===== src/rtl/alu_funct_pkg.sv =====
// Shared ALU funct encodings, HI/LO divider FSM state encoding and iteration count.
// Imported by the ALU result mux and by hilo_divider.
package alu_funct_pkg;

    localparam logic [5:0] F_AND  = 6'b100100;
    localparam logic [5:0] F_OR   = 6'b100101;
    localparam logic [5:0] F_ADD  = 6'b100000;
    localparam logic [5:0] F_SUB  = 6'b100010;
    localparam logic [5:0] F_SLT  = 6'b101010;
    localparam logic [5:0] F_SRL  = 6'b000010;
    localparam logic [5:0] F_DIVU = 6'b011011;
    localparam logic [5:0] F_MFHI = 6'b010000;
    localparam logic [5:0] F_MFLO = 6'b010010;

    localparam logic [1:0] IDLE = 2'd0;
    localparam logic [1:0] RUN  = 2'd1;
    localparam logic [1:0] FIN  = 2'd2;

    localparam int DIV_CYCLES = 32;

endpackage


===== src/rtl/div_step.sv =====
// One restoring-division iteration: shift {rem,quo} left, subtract divisor when it fits.
// Latency: combinational. Backpressure: none.
// Flow: pure function of its inputs, no handshake.
module div_step #(
    parameter int WIDTH = 32
) (
    input  logic [WIDTH-1:0] rem,
    input  logic [WIDTH-1:0] quo,
    input  logic [WIDTH-1:0] divisor,
    output logic [WIDTH-1:0] rem_n,
    output logic [WIDTH-1:0] quo_n
);

    logic [WIDTH:0]   shifted;
    logic [WIDTH-1:0] diff;
    logic             ge;

    // The extra top bit keeps the comparison exact; the difference always fits in WIDTH bits.
    assign shifted = {rem, quo[WIDTH-1]};
    assign ge      = shifted >= {1'b0, divisor};
    assign diff    = shifted[WIDTH-1:0] - divisor;
    assign rem_n   = ge ? diff : shifted[WIDTH-1:0];
    assign quo_n   = {quo[WIDTH-2:0], ge};

endmodule


===== src/rtl/hilo_divider.sv =====
// Multicycle unsigned DIVU with HI (remainder) / LO (quotient) registers; optional DIVZERO_DETECT_EN.
// Latency: 32 cycles accept-to-done (1 cycle for a zero divisor when DIVZERO_DETECT_EN is defined).
// Backpressure: start is ignored while busy; no queueing, a new start is accepted in the done cycle.
module hilo_divider
    import alu_funct_pkg::*;
#(
    parameter int WIDTH = 32,
    parameter int CNT_W = 5
) (
    input  logic             clk,
    input  logic             reset,
    input  logic             start,
    input  logic [5:0]       Signal,
    input  logic [WIDTH-1:0] dataA,
    input  logic [WIDTH-1:0] dataB,
    output logic [WIDTH-1:0] HiOut,
    output logic [WIDTH-1:0] LoOut,
    output logic             busy,
`ifdef DIVZERO_DETECT_EN
    output logic             div_zero,
`endif
    output logic             done
);

    logic [1:0]       state;
    logic [CNT_W-1:0] cnt;
    logic [WIDTH-1:0] rem, quo, dvs;
    logic [WIDTH-1:0] rem_n, quo_n;
    logic             accept;
`ifdef DIVZERO_DETECT_EN
    logic             dz_pend;
`endif

    div_step #(.WIDTH(WIDTH)) u_step (
        .rem     (rem),
        .quo     (quo),
        .divisor (dvs),
        .rem_n   (rem_n),
        .quo_n   (quo_n)
    );

    assign accept = start && (Signal == F_DIVU) && (state != RUN);
    assign busy   = (state == RUN);
    assign done   = (state == FIN);

    always_ff @(posedge clk or posedge reset) begin
        if (reset) begin
            state <= IDLE;
            cnt   <= '0;
            rem   <= '0;
            quo   <= '0;
            dvs   <= '0;
            HiOut <= '0;
            LoOut <= '0;
`ifdef DIVZERO_DETECT_EN
            dz_pend  <= 1'b0;
            div_zero <= 1'b0;
`endif
        end else begin
            case (state)
                IDLE, FIN: begin
                    if (accept) begin
                        quo   <= dataA;
                        dvs   <= dataB;
                        rem   <= '0;
                        cnt   <= '0;
                        state <= RUN;
`ifdef DIVZERO_DETECT_EN
                        dz_pend <= (dataB == '0);
                        if (dataB != '0)
                            div_zero <= 1'b0;
`endif
                    end else begin
                        state <= IDLE;
                    end
                end
                RUN: begin
`ifdef DIVZERO_DETECT_EN
                    // Zero divisor short-cut: quo still holds the dividend.
                    if (dz_pend) begin
                        HiOut    <= quo;
                        LoOut    <= '1;
                        div_zero <= 1'b1;
                        dz_pend  <= 1'b0;
                        state    <= FIN;
                    end else
`endif
                    begin
                        rem <= rem_n;
                        quo <= quo_n;
                        cnt <= cnt + CNT_W'(1);
                        if (cnt == CNT_W'(WIDTH - 1)) begin
                            HiOut <= rem_n;
                            LoOut <= quo_n;
                            state <= FIN;
                        end
                    end
                end
                default: state <= IDLE;
            endcase
        end
    end

endmodule

===== config.mk =====
export PLATFORM = sky130hd
export DESIGN_NAME = hilo_divider
export DESIGN_NICKNAME = d
export VERILOG_FILES = /design/src/rtl/alu_funct_pkg.sv /design/src/rtl/div_step.sv /design/src/rtl/hilo_divider.sv
export SDC_FILE = /design/constraint.sdc
export NUM_CORES = 1
export LEC_CHECK = 0
export CAP_MARGIN = 20
export CORE_MARGIN = 2
export CORE_UTILIZATION = 40
export CTS_BUF_LIST = sky130_fd_sc_hd__clkbuf_4
export CTS_CLUSTER_DIAMETER = 30
export DETAILED_ROUTE_END_ITERATION = 8
export GPL_TIMING_DRIVEN = 0
export PLACE_DENSITY = 0.61
export SLEW_MARGIN = 20
export SYNTH_ARGS = -nofsm -noshare
export SYNTH_HDL_FRONTEND = slang
export SYNTH_HIERARCHICAL = 1
export SYNTH_SLANG_ARGS = --single-unit

===== constraint.sdc =====
create_clock -name clk -period 5.17 [get_ports clk]
set_input_delay 0.7755 -clock clk [delete_from_list [all_inputs] [get_ports clk]]
set_output_delay 0.7755 -clock clk [all_outputs]
set_load 0.05 [all_outputs]

==> flow_summary.yaml <==
status:
  status: "complete, no violations"
clock_network:
  numCtsBuffers: 17
  cts_tree: "built"
  clockBufferDepth: 2
  cts_sinks: 167
  cts_hold_buf: 0
  insertion_delay_ns: 0.58
  cts_root_buffer: "clkbuf_4"
  cts_setup_buffers: 0
  clkTransAtPathRegs_ns: 0.18
  h-tree-depth: 4
  post_cts_resized: 0
synthesis:
  ys_types: 62
  syn_nets: 1020
  synth-edff-count: 0
  ys_ff_latch: 167
  synth_top_area_share_pct: 44.0
  ys_top_cells_by_count: "dfrtp_1 (167), nand2_1 (157), mux2_2 (67)"
  synth_flop_cell: "dfrtp_1"
  avgSynthCellArea_um2: 10.4
  syn-cell-area_mm2: 0.00949
  synth_area_leaders: "dfrtp_1 (44%), mux2_4 (9.2%), mux2_2 (8.0%)"
  synthArstFlopShare_pct: 100
  synth_warnings: 6
  yosysTopAreaCell: "dfrtp_1"
  synth_seq_area_share_pct: 44.0
  yosysMostFrequentCell: "dfrtp_1"
  syn_inst: 912
drt:
  vias_per_cell: 4.98
  drt_wl_total_mm: 22.6
  num_vias: 7026
  firstDrtPassIters: 6
  drc: 0
  wl_per_cell_um: 16.0
  drt_iter0_drc: 396
  antenna_left: 0
power_and_ir_drop:
  max-vdd-ir-drop_v: 0.000208
  power_density_mw_per_mm2: 493
  power.total_uw: 5770
  p_leak_uw: 0.00506
finish:
  drive_gt1_share_pct: 21.4
  fin_nets: 1182
  area_growth_pct: 23.3
timing:
  clock_skew_ns: 0.0286
  slew-limit-headroom_pct: 43.3
  holdWs_ns: 0.502
  maxSlewViolCount: 0
  setup_tns_ns: 0
  fmax_mhz: 272
  setup_viol: 0
  finalHoldViolCount: 0
  rsz0062_at_grt: "false"
  worstMarginPinSlew_ns: 0.840
  post-route-period-util_pct: 71.1
  period_needed_ns: 3.67
placed_design:
  port_buffers: 138
  gp_congestion: 0.856
  dp_hpwl_mm: 17.1
floorplanning:
  start_util_pct: 40.5
  die_h_um: 158
  core_mm2: 0.0234
  die_area_mm2: 0.0250
  pin_count: 139
  rows: 56
  die_w_um: 158
critical_path:
  worst-path-max-fanout: 7
  regToRegSetupSlack_ns: 1.50
  worst_ep_arrival_time_ns: 4.21
  worst_ep_required_time_ns: 5.70
  start_kind: "register"
  critical_path_class: "register to register"
  endpoint_kind: "register"
global_route:
  grt_pass1_vias: 7238
  grt_antenna_before_repair: 1
  grt_pass1_wl_mm: 37.1
  grt_use_total_pct: 18.9
  grt_remaining_overflow: 0
  grt_start_max_net_pins: 33
worst_hold_path:
  holdCritPathClass: "register to register"
run:
  maxCapViolations: 0
critical path: stages (launching register included):
cell and delay, ns:
dfrtp_1 0.43, ha_1 0.28, clkbuf_1 0.25, nand4_1 0.22, nor3_1 0.42, o211ai_1 0.18
nor4b_4 0.19, o21ai_2 0.18, a31oi_4 0.13, o21a_4 0.27, o41ai_1 0.80, mux2_2 0.28
metal layers:
layer | GRT usage (%) | routed length [µm]
met2 | 31.4 | 10600
met1 | 25.9 | 10900
met5 | 0 | 0
met3 | 3.70 | 905
met4 | 3.78 | 170
cell type report:
type                            instances  area (µm²)
Fill cell                            2223       11700
Multi-Input combinational cell        616        4590
Sequential cell                       167        4180
Timing Repair Buffer                  143        1490
Buffer                                 85         548
Tap cell                              319         399
Clock inverter                         15         175
Inverter                               44         170
Clock buffer                           17         128
Antenna cell                            5        12.5
report_power, final:
part           internal (µW)  switching (µW)  leakage (µW)
Combinational           1520            1680       0.00300
Clock                    272             554      0.000166
Sequential              1560             173       0.00190
Total                   3350            2410       0.00506
sequential cells by signal, summed over array words and instances (netlist names):
| name | count |
|---|---|
| HiOut | 32 |
| LoOut | 32 |
| dvs | 32 |
| quo | 32 |
| rem | 32 |
| cnt | 5 |
| state | 2 |
logic make-up after synthesis:
group	Yosys count	synth area share, %
buffers and inverters	129	7.53
multiplexers	129	17.6
flip-flops	167	44.0
adder cells (fa/ha/maj)	35	4.69
AO/OA/AOI/OAI	162	11.2
XOR/XNOR	26	2.40
AND/OR/NAND/NOR	264	12.6
placed cells by master (no fill, tap or decap), types with 8 or more instances in the layout:
master and instances:
buf_2 8, nand3_1 38, a21oi_1 28, nand2_1 157, clkbuf_4 17, buf_4 38
o21ai_0 48, inv_1 41, clkdlybuf4s50_1 138, mux2_2 67, mux2_4 58, buf_6 8
clkbuf_1 30, xor2_1 8, a21o_1 9, nand4_1 11, xnor2_1 18, o211ai_1 35
ha_1 34, dfrtp_1 167, nor2_1 23
worst paths after layout:
check,from,end,depth (start not counted)
setup / recovery,rem[9],HiOut[31],11
hold / removal,cnt[3],cnt[3],1
setup reg to reg,rem[9],HiOut[31],11
hold reg to reg,cnt[3],cnt[3],1
max in group asynchronous,reset,dvs[26],4
min in group asynchronous,reset,dvs[31],2
per-stage QoR:
step | area, µm² | std cells | utilization [%] | setup slack (ns)
2_1_floorplan | 9490 | 912 | - | 2.02
3_3_place_gp | 11300 | 1369 | 48.2 | 0.730
3_5_place_dp | 11400 | 1374 | 48.6 | 1.49
4_1_cts | 11700 | 1406 | 49.9 | 1.44
5_1_grt | 11700 | 1411 | 50.0 | 1.16
6_report | 11700 | 1411 | 50.0 | 1.50
Note: power is estimated with default switching activity, not from simulation.
